## src/rtl/data_mem_arbiter_pkg.sv

```systemverilog
// Shared types and defaults for the data memory arbiter.
package data_mem_arbiter_pkg;

    localparam int unsigned ARB_AW       = 8;
    localparam int unsigned ARB_DW       = 8;
    localparam int unsigned ARB_MAX_WAIT = 4;
    // Wide enough for any MAX_WAIT in 1..15.
    localparam int unsigned ARB_WCW      = 4;

    typedef enum logic [1:0] {
        IDLE,
        CORE_RD,
        LD_RD
    } arb_state_t;

endpackage

```

## src/rtl/arb_wait_counter.sv

```systemverilog
// Loader starvation counter: counts cycles a loader request waits, saturating at MAX_WAIT,
// and raises force_grant once the limit is reached.
module arb_wait_counter
    import data_mem_arbiter_pkg::*;
#(
    parameter int unsigned MAX_WAIT = ARB_MAX_WAIT
) (
    input  logic clk,
    input  logic reset,
    input  logic ld_valid,
    input  logic ld_ready,
    output logic force_grant
);

    logic [ARB_WCW-1:0] wait_cnt_q;

    always_ff @(posedge clk) begin
        if (reset) begin
            wait_cnt_q <= '0;
        end else if (!ld_valid || ld_ready) begin
            wait_cnt_q <= '0;
        end else if (wait_cnt_q != ARB_WCW'(MAX_WAIT)) begin
            wait_cnt_q <= wait_cnt_q + 1'b1;
        end
    end

    assign force_grant = (wait_cnt_q == ARB_WCW'(MAX_WAIT));

endmodule

```

## src/rtl/data_mem_arbiter.sv

```systemverilog
// Shares the single-port data memory between core load/store and the init loader.
// Optional DATA_MEM_ARB_STATS_EN adds saturating stall_count / forced_count outputs.
module data_mem_arbiter
    import data_mem_arbiter_pkg::*;
#(
    parameter int unsigned AW       = ARB_AW,
    parameter int unsigned DW       = ARB_DW,
    parameter int unsigned MAX_WAIT = ARB_MAX_WAIT
) (
    input  logic          clk,
    input  logic          reset,
    input  logic          init,
    input  logic          memRead,
    input  logic          memWrite,
    input  logic [AW-1:0] core_addr,
    input  logic [DW-1:0] core_wdata,
    output logic [DW-1:0] core_rdata,
    output logic          core_stall,
    input  logic          ld_valid,
    input  logic          ld_write,
    input  logic [AW-1:0] ld_addr,
    input  logic [DW-1:0] ld_wdata,
    output logic          ld_ready,
    output logic          ld_rvalid,
    output logic [DW-1:0] ld_rdata,
    output logic          mem_en,
    output logic          mem_we,
    output logic [AW-1:0] mem_addr,
    output logic [DW-1:0] mem_wdata,
    input  logic [DW-1:0] mem_rdata
`ifdef DATA_MEM_ARB_STATS_EN
    ,
    output logic [15:0]   stall_count,
    output logic [7:0]    forced_count
`endif
);

    arb_state_t state_q, state_d;
    logic       force_grant;
    logic       core_pend, core_req, ld_req;
    logic       core_gnt, ld_gnt;

    arb_wait_counter #(
        .MAX_WAIT (MAX_WAIT)
    ) u_wait_counter (
        .clk         (clk),
        .reset       (reset),
        .ld_valid    (ld_valid),
        .ld_ready    (ld_ready),
        .force_grant (force_grant)
    );

    // Grant decision; requests are masked during reset so outputs sit at reset values.
    always_comb begin
        core_pend = (memRead || memWrite) && !reset;
        core_req  = core_pend && !init;
        ld_req    = ld_valid && !reset;
        core_gnt  = 1'b0;
        ld_gnt    = 1'b0;
        if (init) begin
            ld_gnt = ld_req;
        end else if (force_grant && ld_req) begin
            ld_gnt = 1'b1;
        end else if (core_req) begin
            core_gnt = 1'b1;
        end else begin
            ld_gnt = ld_req;
        end
    end

    always_ff @(posedge clk) begin
        if (reset) begin
            state_q <= IDLE;
        end else begin
            state_q <= state_d;
        end
    end

    always_comb begin
        state_d = IDLE;
        if (core_gnt && !memWrite) begin
            state_d = CORE_RD;
        end else if (ld_gnt && !ld_write) begin
            state_d = LD_RD;
        end
    end

    // A back-to-back read issued in CORE_RD overlaps the previous load's data cycle,
    // so it does not stall; a fresh read from any other state does.
    always_comb begin
        mem_en     = core_gnt || ld_gnt;
        mem_we     = core_gnt ? memWrite : (ld_gnt && ld_write);
        mem_addr   = core_gnt ? core_addr : (ld_gnt ? ld_addr : '0);
        mem_wdata  = core_gnt ? core_wdata : (ld_gnt ? ld_wdata : '0);
        ld_ready   = ld_gnt;
        core_stall = core_pend && (!core_gnt || (!memWrite && state_q != CORE_RD));
        core_rdata = (state_q == CORE_RD && !reset) ? mem_rdata : '0;
        ld_rvalid  = (state_q == LD_RD) && !reset;
        ld_rdata   = (state_q == LD_RD && !reset) ? mem_rdata : '0;
    end

`ifdef DATA_MEM_ARB_STATS_EN
    logic [15:0] stall_count_q;
    logic [7:0]  forced_count_q;

    always_ff @(posedge clk) begin
        if (reset) begin
            stall_count_q  <= '0;
            forced_count_q <= '0;
        end else begin
            if (core_stall && stall_count_q != 16'hffff) begin
                stall_count_q <= stall_count_q + 16'd1;
            end
            if (ld_gnt && force_grant && !init && forced_count_q != 8'hff) begin
                forced_count_q <= forced_count_q + 8'd1;
            end
        end
    end

    assign stall_count  = stall_count_q;
    assign forced_count = forced_count_q;
`endif

endmodule

```

## config.mk

```make
export PLATFORM = sky130hd
export DESIGN_NAME = data_mem_arbiter
export DESIGN_NICKNAME = d
export VERILOG_FILES = /design/src/rtl/data_mem_arbiter_pkg.sv /design/src/rtl/arb_wait_counter.sv /design/src/rtl/data_mem_arbiter.sv
export SDC_FILE = /design/constraint.sdc
export NUM_CORES = 1
export LEC_CHECK = 0
export ABC_AREA = 1
export BUFFER_PORTS_ARGS = -buffer_cell sky130_fd_sc_hd__clkbuf_2
export CORE_MARGIN = 2
export CORE_UTILIZATION = 37
export CTS_BUF_LIST = sky130_fd_sc_hd__clkbuf_8
export DETAILED_ROUTE_END_ITERATION = 6
export MAX_ROUTING_LAYER = met4
export PLACE_DENSITY = 0.87
export SLEW_MARGIN = 20
export SYNTH_ARGS = -nofsm -noshare
export SYNTH_HDL_FRONTEND = slang
export SYNTH_SLANG_ARGS = --single-unit
```

## constraint.sdc

```tcl
create_clock -name clk -period 2.35 [get_ports clk]
set_input_delay 0.3525 -clock clk [delete_from_list [all_inputs] [get_ports clk]]
set_output_delay 0.3525 -clock clk [all_outputs]
set_load 0.01 [all_outputs]
```

### Yosys cells after proc, flatten, opt, wreduce, memory -nomap -nowiden

Cells that the tools add are included.

* flip-flop bits (word level): 6
* latch bits: 0
* bits in writable memories: 0
* ROM bits: 0
* bits of input ports: 47
* logic and storage cells: 47
* memories kept: 0

* $add $sub $neg: 1
* multipliers: 0
* divide/modulo/power cells: 0
* magnitude comparators: 0
* eq/ne operators: 5
* shift-type cells: 0
* mux-type cells: 15
* bitwise operators: 0
* reductions and logical operators: 23

Operators by type and width (count)
* two-way mux 8 bit: 6
* logical AND 1 bit: 11
* two-way mux 1 bit: 8
* zero test 1 bit: 6
* adder 4 x 1 -> 4 bit (second input constant): 1
* equality test 4 x 3 -> 1 bit (second input constant): 1
* logical OR 1 bit: 4
* != test 4 x 3 -> 1 bit (second input constant): 1
* OR reduction 2 bit: 2
* equality test 2 x 1 -> 1 bit (second input constant): 1
* equality test 2 bit (second input constant): 1
* two-way mux 2 bit: 1
* != test 2 x 1 -> 1 bit (second input constant): 1

### Longest topological paths before layout

Gate-level depths: netlist of run 1.

* depth after elaboration: 9
* gate-level depth with buffers: 8
* mapped depth without buffers: 7

### Cells and area by module

A second synthesis of run 1 with hierarchy kept.

* cells, all modules: 142
* area, all modules: 795.8 um^2

Modules (own cells, without submodules)
* data_mem_arbiter: times used 1, cells each 105, area each 546.8 um^2, sequential area each 40.0 um^2
* arb_wait_counter: times used 1, cells each 37, area each 249.0 um^2, sequential area each 80.1 um^2

### Worst setup path before layout of run 1

OpenSTA, ideal clock, no wires.

* path kind: register to output
* start point: reg u_wait_counter.wait_cnt_q[0]
* end point: out mem_addr[5]
* arrival time: 1.163 ns
* required time: 1.997 ns
* path slack: 0.834 ns
* cell stages (with the launch flop): 9
* cells stage by stage: dfxtp_1 -> inv_1 -> ha_1 -> nand2_1 -> nor2_2 -> nand2_2 -> buf_6 -> nand3_1 -> nand2_1

* longest elaborated chain between the ends: 6
* elaborated cells between the ends (all ways): 8

RTL lines
* start, declared: RTL line arb_wait_counter.sv:15 `logic [ARB_WCW-1:0] wait_cnt_q;`
* start signal, assigned: RTL line arb_wait_counter.sv:23 `wait_cnt_q <= wait_cnt_q + 1'b1;`
* equality test 4 x 3 -> 1 bit *: RTL line arb_wait_counter.sv:27 `assign force_grant = (wait_cnt_q == ARB_WCW'(MAX_WAIT));`
* logical AND 1 bit *: RTL line data_mem_arbiter.sv:62 `end else if (force_grant && ld_req) begin`
* two-way mux 1 bit: RTL line data_mem_arbiter.sv:62
* two-way mux 1 bit: RTL line data_mem_arbiter.sv:60 `if (init) begin`
* two-way mux 8 bit: RTL line data_mem_arbiter.sv:93 `mem_addr = core_gnt ? core_addr : (ld_gnt ? ld_addr : '0);`
* two-way mux 8 bit *: RTL line data_mem_arbiter.sv:93
* end, declared: RTL line data_mem_arbiter.sv:28 `output logic [AW-1:0] mem_addr,`

Mark *: on every way between the ends. The rest lies on a longest branch, timed or not.

### Worst setup path after layout of run 1

* start point: reg u_wait_counter.wait_cnt_q[0]
* end point: out mem_wdata[6]

* longest elaborated chain between the ends: 6
* elaborated cells between the ends (all ways): 8

RTL lines
* equality test 4 x 3 -> 1 bit *: RTL line arb_wait_counter.sv:27
* logical AND 1 bit *: RTL line data_mem_arbiter.sv:62
* two-way mux 1 bit: RTL line data_mem_arbiter.sv:62
* two-way mux 1 bit: RTL line data_mem_arbiter.sv:60
* two-way mux 8 bit: RTL line data_mem_arbiter.sv:94 `mem_wdata = core_gnt ? core_wdata : (ld_gnt ? ld_wdata : '0);`
* two-way mux 8 bit *: RTL line data_mem_arbiter.sv:94
* end, declared: RTL line data_mem_arbiter.sv:29 `output logic [DW-1:0] mem_wdata,`

Marks and branches as above.

==> tab_implementation.tex, run 1 <==
\begin{tabular}{lr}
\hline
Metric & Value \\
\hline
\multicolumn{2}{l}{\textbf{Placed design}} \\
Port Buf Inserts & 83 \\
Detailed Place HPWL & 1.981 mm \\
Final weighted congestion in routability-driven placement & 0.8442 \\
Post-place instance area & 0.001154 mm2 \\
Post-Place Setup Slack & 0.6116 ns \\
\multicolumn{2}{l}{\textbf{Route}} \\
Number of vias after detailed routing & 1123 \\
Antenna viol nets, final & 0 \\
Drt via density & 4.718 \\
Number of detailed-route iterations in the first pass & 4 \\
Total Wirelength & 2.412 mm \\
Drt wl/cell & 10.13 um \\
DRC violation count after routing & 0 \\
Violation count after the first detailed-route iteration & 25 \\
\multicolumn{2}{l}{\textbf{Floorplanning}} \\
Die ar. & 0.002379 mm2 \\
Std cell rows & 16 \\
Initial core utilization & 38.61\% \\
Area of the core & 0.001922 mm2 \\
Horizontal die dimension & 48.78 um \\
Vertical die dimension & 48.78 um \\
Ports & 84 \\
\multicolumn{2}{l}{\textbf{Yosys}} \\
Count leader, synth & sky130\_fd\_sc\_hd\_\_nand3\_1 \\
Post-synth top cells & sky130\_fd\_sc\_hd\_\_nand3\_1, sky130\_fd\_sc\_hd\_\_nand2\_1, sky130\_fd\_sc\_hd\_\_nor2\_1, sky130\_fd\_sc\_hd\_\_inv\_1, sky130\_fd\_sc\_hd\_\_dfxtp\_1 \\
Number of nets produced by synthesis & 178 \\
Netlist area before placement & 742.0 um2 \\
Number of instances in the synthesized netlist & 129 \\
Register area share after synthesis & 16.19\% \\
Synth Flop Type & sky130\_fd\_sc\_hd\_\_dfxtp\_1 \\
Largest area contributor in the synthesized netlist & sky130\_fd\_sc\_hd\_\_nand3\_1 \\
Yosys warnings & 0 \\
Post-synthesis area per instance & 5.752 um2 \\
Synth area leaders & sky130\_fd\_sc\_hd\_\_nand3\_1, sky130\_fd\_sc\_hd\_\_dfxtp\_1, sky130\_fd\_sc\_hd\_\_nand2\_1 \\
Area share of the largest cell type after synthesis & 24.96\% \\
Post-synthesis sequential element count & 6 \\
EDFF count, synth & 0 \\
Post-synth ARST share & 0\% \\
Count of cell types in the netlist & 20 \\
\multicolumn{2}{l}{\textbf{Pwr}} \\
Sw Share & 30.51\% \\
IR Drop Worst-Case VDD & 0.0003421 V \\
Leakage power of the design & 0.7665 nW \\
Internal power & 278.9 uW \\
Sequential fraction of design power & 26.2\% \\
Power Dens Cells & 335.9 mW/mm2 \\
Share of total power in the clock network & 38.1\% \\
Combinational power share & 35.7\% \\
Switching pwr & 122.5 uW \\
\multicolumn{2}{l}{\textbf{Clock tree}} \\
Max Root-Sink Buffers & 2 \\
Clock Latency Late Sink & 0.22 ns \\
Number of clock sinks seen by CTS & 6 \\
Post-CTS sizing & 0 \\
CTS buffer count & 3 \\
Clock-pin transition on the worst setup and hold timing paths & 0.04 ns \\
Post-CTS setup buffer count & 0 \\
Number of H-tree branching levels & 1 \\
CTS root buf & sky130\_fd\_sc\_hd\_\_clkbuf\_8 \\
Number of hold buffers added after CTS & 0 \\
Clock tree from TritonCTS & built \\
\multicolumn{2}{l}{\textbf{Layout}} \\
N\_diodes & 0 \\
Net count, final & 262 \\
Final instance area & 0.001195 mm2 \\
Area overhead of the layout relative to synthesis & 61.05\% \\
Final Core Density & 62.17\% \\
Fraction of final layout cells with drive strength greater than 1 & 45.50\% \\
\multicolumn{2}{l}{\textbf{Setup path}} \\
Nature of the critical path endpoint & output port \\
CP delay by family, top & simple AND/OR/NAND/NOR gates \\
Startpoint class of the critical path & flip-flop \\
Critical path start-end classification & reg -> out \\
Cell Chain, Critical Path & inv\_1 -> ha\_1 -> nand2\_1 -> nor2\_2 -> nand2\_2 -> nand3\_1 -> nand2\_1 -> clkbuf\_2 \\
Startpoint of the most critical register-to-register path & u\_wait\_counter.wait\_cnt\_q[0]\$\_SDFFE\_PP0N\_ \\
Crit-path most repeated cell & sky130\_fd\_sc\_hd\_\_nand2\_1 \\
Maximum fanout along the worst path & 19 \\
Stage delay of the slowest cell on the critical path & 0.38 ns \\
Crit path buffers/inverters & 2 \\
Critical-path top delay cell & sky130\_fd\_sc\_hd\_\_dfxtp\_1 \\
Arrival time at the worst endpoint & 1.63 ns \\
Timing startpoint of the critical path & u\_wait\_counter.wait\_cnt\_q[0]\$\_SDFFE\_PP0N\_ \\
Required time worst endpoint & 2.00 ns \\
\multicolumn{2}{l}{\textbf{Min path}} \\
Worst min-delay path class & in -> reg \\
HP Start & ld\_write \\
\multicolumn{2}{l}{\textbf{STA}} \\
Hold Slack & 0.3127 ns \\
Fmax & 504.5 MHz \\
Post-layout minimum cycle time & 1.982 ns \\
Final clock skew & 0.0003579 ns \\
Worst max-slew margin expressed relative to the limit & 76.65\% \\
Unrepaired setup endpoints after global routing & no \\
Worst slew pin tran & 0.3491 ns \\
Final Hold Vio Count & 0 \\
Slew Viols, Final & 0 \\
Post-layout worst setup margin & 0.3678 ns \\
Final worst-path cycle share & 84.35\% \\
Setup\_tns & 0 ns \\
Number of setup violations in the final report & 0 \\
\multicolumn{2}{l}{\textbf{Global routing}} \\
Antenna violations before repair & 0 \\
Number of global-route vias before repair & 1108 \\
First-pass GRT wire length & 4.305 mm \\
GRT Resource Usage Total & 22.27\% \\
GRT overflow & 0 \\
Largest net degree at the start of global routing & 20 \\
\multicolumn{2}{l}{\textbf{Status}} \\
Outcome & finished, final reports clean \\
\multicolumn{2}{l}{\textbf{Flow run}} \\
Count of max-cap constraint violations & 0 \\
\hline
\end{tabular}
-- worst register-to-register path: stages (launching register included) --
cell and delay (ns):
sky130_fd_sc_hd__dfxtp_1 0.38, sky130_fd_sc_hd__inv_1 0.06, sky130_fd_sc_hd__ha_1 0.21, sky130_fd_sc_hd__nand2_1 0.08
sky130_fd_sc_hd__nor2_2 0.04, sky130_fd_sc_hd__nand2_2 0.27, sky130_fd_sc_hd__nand2_1 0.13, sky130_fd_sc_hd__nor2_1 0.09
-- sequential cells by signal, summed over array words and instances, names as in the netlist --
register                   cells
state_q                        2
u_wait_counter.wait_cnt_q      4
-- metrics by stage --
step / power (mW) / std cells
final: 0.4014 / 238
after global placement: 0.2491 / 235
after detailed placement: 0.2506 / 235
after global routing: 0.4296 / 238
after CTS: 0.4059 / 238
after floorplan: 0.1791 / 129
-- logic make-up (layout without fill, tap and decap cells) --
logic type / count (synthesis) / count (layout) / synth area share (%)
AOI/OAI and AO/OA: 3 / 3 / 3.541
DFF: 6 / 6 / 16.19
buffers and inverters: 24 / 106 / 15.68
xor gates and xnor gates: 2 / 2 / 2.361
and+or+nand+nor: 92 / 92 / 58.85
adders and majority gates: 2 / 2 / 3.372
-- layer usage --
metal	global-route usage, %	vias up	share of wire, %
met5	-	-	0
met4	4.762	0	0.54
met3	4.908	2	9.7
met2	42.47	59	51
met1	23.19	487	39
li1	-	575	-
-- cell type report --
type / count / area (um2)
clock buffer: 3 / 41.29
fill: 196 / 726.9
inverter: 19 / 71.32
sequential: 6 / 120.1
timing repair buffer: 84 / 422.9
tap: 27 / 33.78
multi-input combinational: 99 / 505.5
-- path summary, 6_finish.rpt --
| check | endpoint | slack [ns] | cells after the start |
|---|---|---|---|
| hold reg to reg | u_wait_counter.wait_cnt_q[0]$_SDFFE_PP0N_ | 0.47 | 1 |
| hold / removal | state_q[1]$_SDFF_PP0_ | 0.31 | 2 |
| setup reg to reg | state_q[0]$_SDFF_PP0_ | 1.02 | 7 |
| setup / recovery | mem_wdata[6] | 0.37 | 8 |
-- cell usage in the layout, fill, tap and decap left out --
cell and instances:
sky130_fd_sc_hd__clkbuf_2 83, sky130_fd_sc_hd__nand3_1 37, sky130_fd_sc_hd__nor2_1 24, sky130_fd_sc_hd__nand2_1 24
sky130_fd_sc_hd__inv_1 18, sky130_fd_sc_hd__dfxtp_1 6, sky130_fd_sc_hd__clkbuf_8 3, sky130_fd_sc_hd__nor2_2 2
sky130_fd_sc_hd__ha_1 2, sky130_fd_sc_hd__nor3_1 1, sky130_fd_sc_hd__inv_2 1, sky130_fd_sc_hd__nand3_2 1
sky130_fd_sc_hd__nand3_4 1, sky130_fd_sc_hd__o21ai_2 1, sky130_fd_sc_hd__nor2_8 1, sky130_fd_sc_hd__nand2_2 1
sky130_fd_sc_hd__a31oi_2 1, sky130_fd_sc_hd__xor2_1 1, sky130_fd_sc_hd__xnor2_1 1, sky130_fd_sc_hd__o21ai_0 1
sky130_fd_sc_hd__buf_4 1
-- power groups by stage --
stage	Combinational, mW	Sequential (mW)	Clock [mW]
2_1_floorplan	0.0725	0.107	0
3_3_place_gp	0.142	0.107	0
3_5_place_dp	0.144	0.107	0
4_1_cts	0.144	0.105	0.156
5_1_grt	0.160	0.105	0.164
6_report	0.143	0.105	0.153
No activity file was read; power rests on OpenSTA's default activity.
==> run 2: changes to the inputs <==
Settings changed: CORE_UTILIZATION 37 to 31, PLACE_DENSITY 0.87 to 0.78.
Clock period 2.35 ns to 1.75 ns, I/O delays scaled along.
==> run 2 against run 1 <==
  * The flow now finishes with violations (setup timing)
  * Critical path depth fell by 1
  * Cell count rose by 2.5%
  * Clock-buffer cell count did not move
  * Clock power rose by 31%
  * Via count rose by 5.6%
  * Critical path type unchanged
==> tab_implementation.tex, run 2 (synthesized netlist as in run 1, its figures left out) <==
\begin{tabular}{lr}
\hline
Metric & Value \\
\hline
\multicolumn{2}{l}{\textbf{Status}} \\
Outcome & complete, but fails checks \\
Failing checks & setup timing \\
\multicolumn{2}{l}{\textbf{Flow run}} \\
Count of max-cap constraint violations & 0 \\
\multicolumn{2}{l}{\textbf{Clock tree}} \\
Max Root-Sink Buffers & 2 \\
Number of H-tree branching levels & 1 \\
CTS root buf & sky130\_fd\_sc\_hd\_\_clkbuf\_8 \\
Number of hold buffers added after CTS & 0 \\
Number of clock sinks seen by CTS & 6 \\
Clock tree from TritonCTS & built \\
CTS buffer count & 3 \\
Clock Latency Late Sink & 0.22 ns \\
Clock-pin transition on the worst setup and hold timing paths & 0.03 ns \\
\multicolumn{2}{l}{\textbf{Placed design}} \\
Port Buf Inserts & 83 \\
Post-place instance area & 0.001155 mm2 \\
Final weighted congestion in routability-driven placement & 0.7367 \\
Detailed Place HPWL & 1.911 mm \\
Cells after DPL & 236 \\
Post-Place Setup Slack & 0.1388 ns \\
\multicolumn{2}{l}{\textbf{Setup path}} \\
Nature of the critical path endpoint & output port \\
Critical path start-end classification & reg -> out \\
Startpoint class of the critical path & flip-flop \\
Required time worst endpoint & 1.49 ns \\
Setup slack of the most critical reg-to-reg path & 0.52 ns \\
Arrival time at the worst endpoint & 1.51 ns \\
Maximum fanout along the worst path & 5 \\
\multicolumn{2}{l}{\textbf{Floorplanning}} \\
Die ar. & 0.002801 mm2 \\
Vertical die dimension & 52.92 um \\
Std cell rows & 17 \\
Initial core utilization & 33.22\% \\
Area of the core & 0.002233 mm2 \\
Horizontal die dimension & 52.92 um \\
Ports & 84 \\
\multicolumn{2}{l}{\textbf{Layout}} \\
Final instance area & 0.001374 mm2 \\
Area overhead of the layout relative to synthesis & 85.16\% \\
Net count, final & 267 \\
Area taken by flip-flops and latches & 122.6 um2 \\
Most flops, register & u\_wait\_counter.wait\_cnt\_q \\
Combined area of the multi-input logic cells & 666.9 um2 \\
Fraction of final layout cells with drive strength greater than 1 & 57.87\% \\
Filler-free cell count of the finished design & 244 \\
N\_diodes & 0 \\
Number of fill cells in the layout & 210 \\
Most common cell after layout, fill and taps aside & sky130\_fd\_sc\_hd\_\_clkbuf\_2 \\
Number of flip-flops in the largest register & 4 \\
Final Core Density & 61.51\% \\
Registers with the highest flip-flop counts & u\_wait\_counter.wait\_cnt\_q (4), state\_q (2) \\
Commonest non-fill, non-tap cells in the layout & sky130\_fd\_sc\_hd\_\_clkbuf\_2, sky130\_fd\_sc\_hd\_\_nor2\_1, sky130\_fd\_sc\_hd\_\_nand3\_1 \\
\multicolumn{2}{l}{\textbf{Route}} \\
Number of detailed-route iterations in the first pass & 4 \\
Violation count after the first detailed-route iteration & 6 \\
Drt via density & 4.861 \\
DRC violation count after routing & 0 \\
Number of vias after detailed routing & 1186 \\
Antenna viol nets, final & 0 \\
Total Wirelength & 2.981 mm \\
Drt wl/cell & 12.22 um \\
\multicolumn{2}{l}{\textbf{STA}} \\
Worst slew pin tran & 0.3762 ns \\
Fmax & 564.7 MHz \\
Setup\_tns & -0.05451 ns \\
Post-layout worst setup margin & -0.02070 ns \\
Post-layout minimum cycle time & 1.771 ns \\
Worst max-slew margin expressed relative to the limit & 74.92\% \\
Unrepaired setup endpoints after global routing & yes \\
Hold Slack & 0.2178 ns \\
Slew Viols, Final & 0 \\
Number of setup violations in the final report & 7 \\
Final clock skew & 0.001337 ns \\
Final worst-path cycle share & 101.2\% \\
Final Hold Vio Count & 0 \\
\multicolumn{2}{l}{\textbf{Min path}} \\
Worst min-delay path class & in -> reg \\
\multicolumn{2}{l}{\textbf{Global routing}} \\
First-pass GRT wire length & 3.519 mm \\
Largest net degree at the start of global routing & 20 \\
Number of global-route vias before repair & 865 \\
Antenna violations before repair & 0 \\
GRT Resource Usage Total & 16.97\% \\
GRT overflow & 0 \\
\multicolumn{2}{l}{\textbf{Pwr}} \\
Sum of internal, switching and leakage power & 559.6 uW \\
Leakage power of the design & 0.8459 nW \\
Power Dens Cells & 407.3 mW/mm2 \\
IR Drop Worst-Case VDD & 0.0004537 V \\
\hline
\end{tabular}
run 2: cell count changes in the layout (fill, tap and decap cells not counted), sizes merged:
cell,previous run,this run
buf,1,7
clkbuf,86,81
nand2,25,28
nand3,39,40
run 2: where the power goes:
group / internal, mW / total (mW) / leakage, nW / switching, mW
clock: 0.147 / 0.200 / 0.0216 / 0.0528
combinational: 0.0948 / 0.218 / 0.775 / 0.123
sequential: 0.140 / 0.142 / 0.0496 / 0.00168
total: 0.382 / 0.560 / 0.846 / 0.177
run 2: layer usage:
metal | vias up | global-route usage [%] | wire length, um
li1 | 593 | - | -
met3 | 7 | 2.825 | 229
met2 | 53 | 28.96 | 1499
met1 | 533 | 19.39 | 1211
met5 | - | - | 0
met4 | 0 | 7.692 | 40
run 2: final timing paths:
path / from / cells after the start / end
max: u_wait_counter.wait_cnt_q[1]$_SDFFE_PP0N_ / 7 / core_stall
max reg2reg: u_wait_counter.wait_cnt_q[1]$_SDFFE_PP0N_ / 7 / state_q[0]$_SDFF_PP0_
min reg2reg: u_wait_counter.wait_cnt_q[0]$_SDFFE_PP0N_ / 1 / u_wait_counter.wait_cnt_q[0]$_SDFFE_PP0N_
min: ld_write / 2 / state_q[1]$_SDFF_PP0_
run 2: timing repair:
action	CTS	global route
buffers inserted	0	1
hold endpoints to repair	0	0
gates resized for setup	2	36
pin swaps	1	16
cloned	1	3
setup endpoints to repair	20	20
run 2: layout make-up:
cell class / instances / area share, %
Multi-Input combinational cell: 103 / 48.54
Clock buffer: 3 / 3.005
Tap cell: 28 / 2.550
Sequential cell: 6 / 8.925
Inverter: 19 / 5.191
Timing Repair Buffer: 85 / 31.79
run 2: critical path: stages (launching register included):
cell and delay [ns]:
sky130_fd_sc_hd__dfxtp_2 0.31, sky130_fd_sc_hd__inv_2 0.07, sky130_fd_sc_hd__ha_4 0.14, sky130_fd_sc_hd__nand2_2 0.07, sky130_fd_sc_hd__nor2_4 0.26, sky130_fd_sc_hd__nand2_4 0.14, sky130_fd_sc_hd__a31oi_2 0.14, sky130_fd_sc_hd__buf_2 0.15
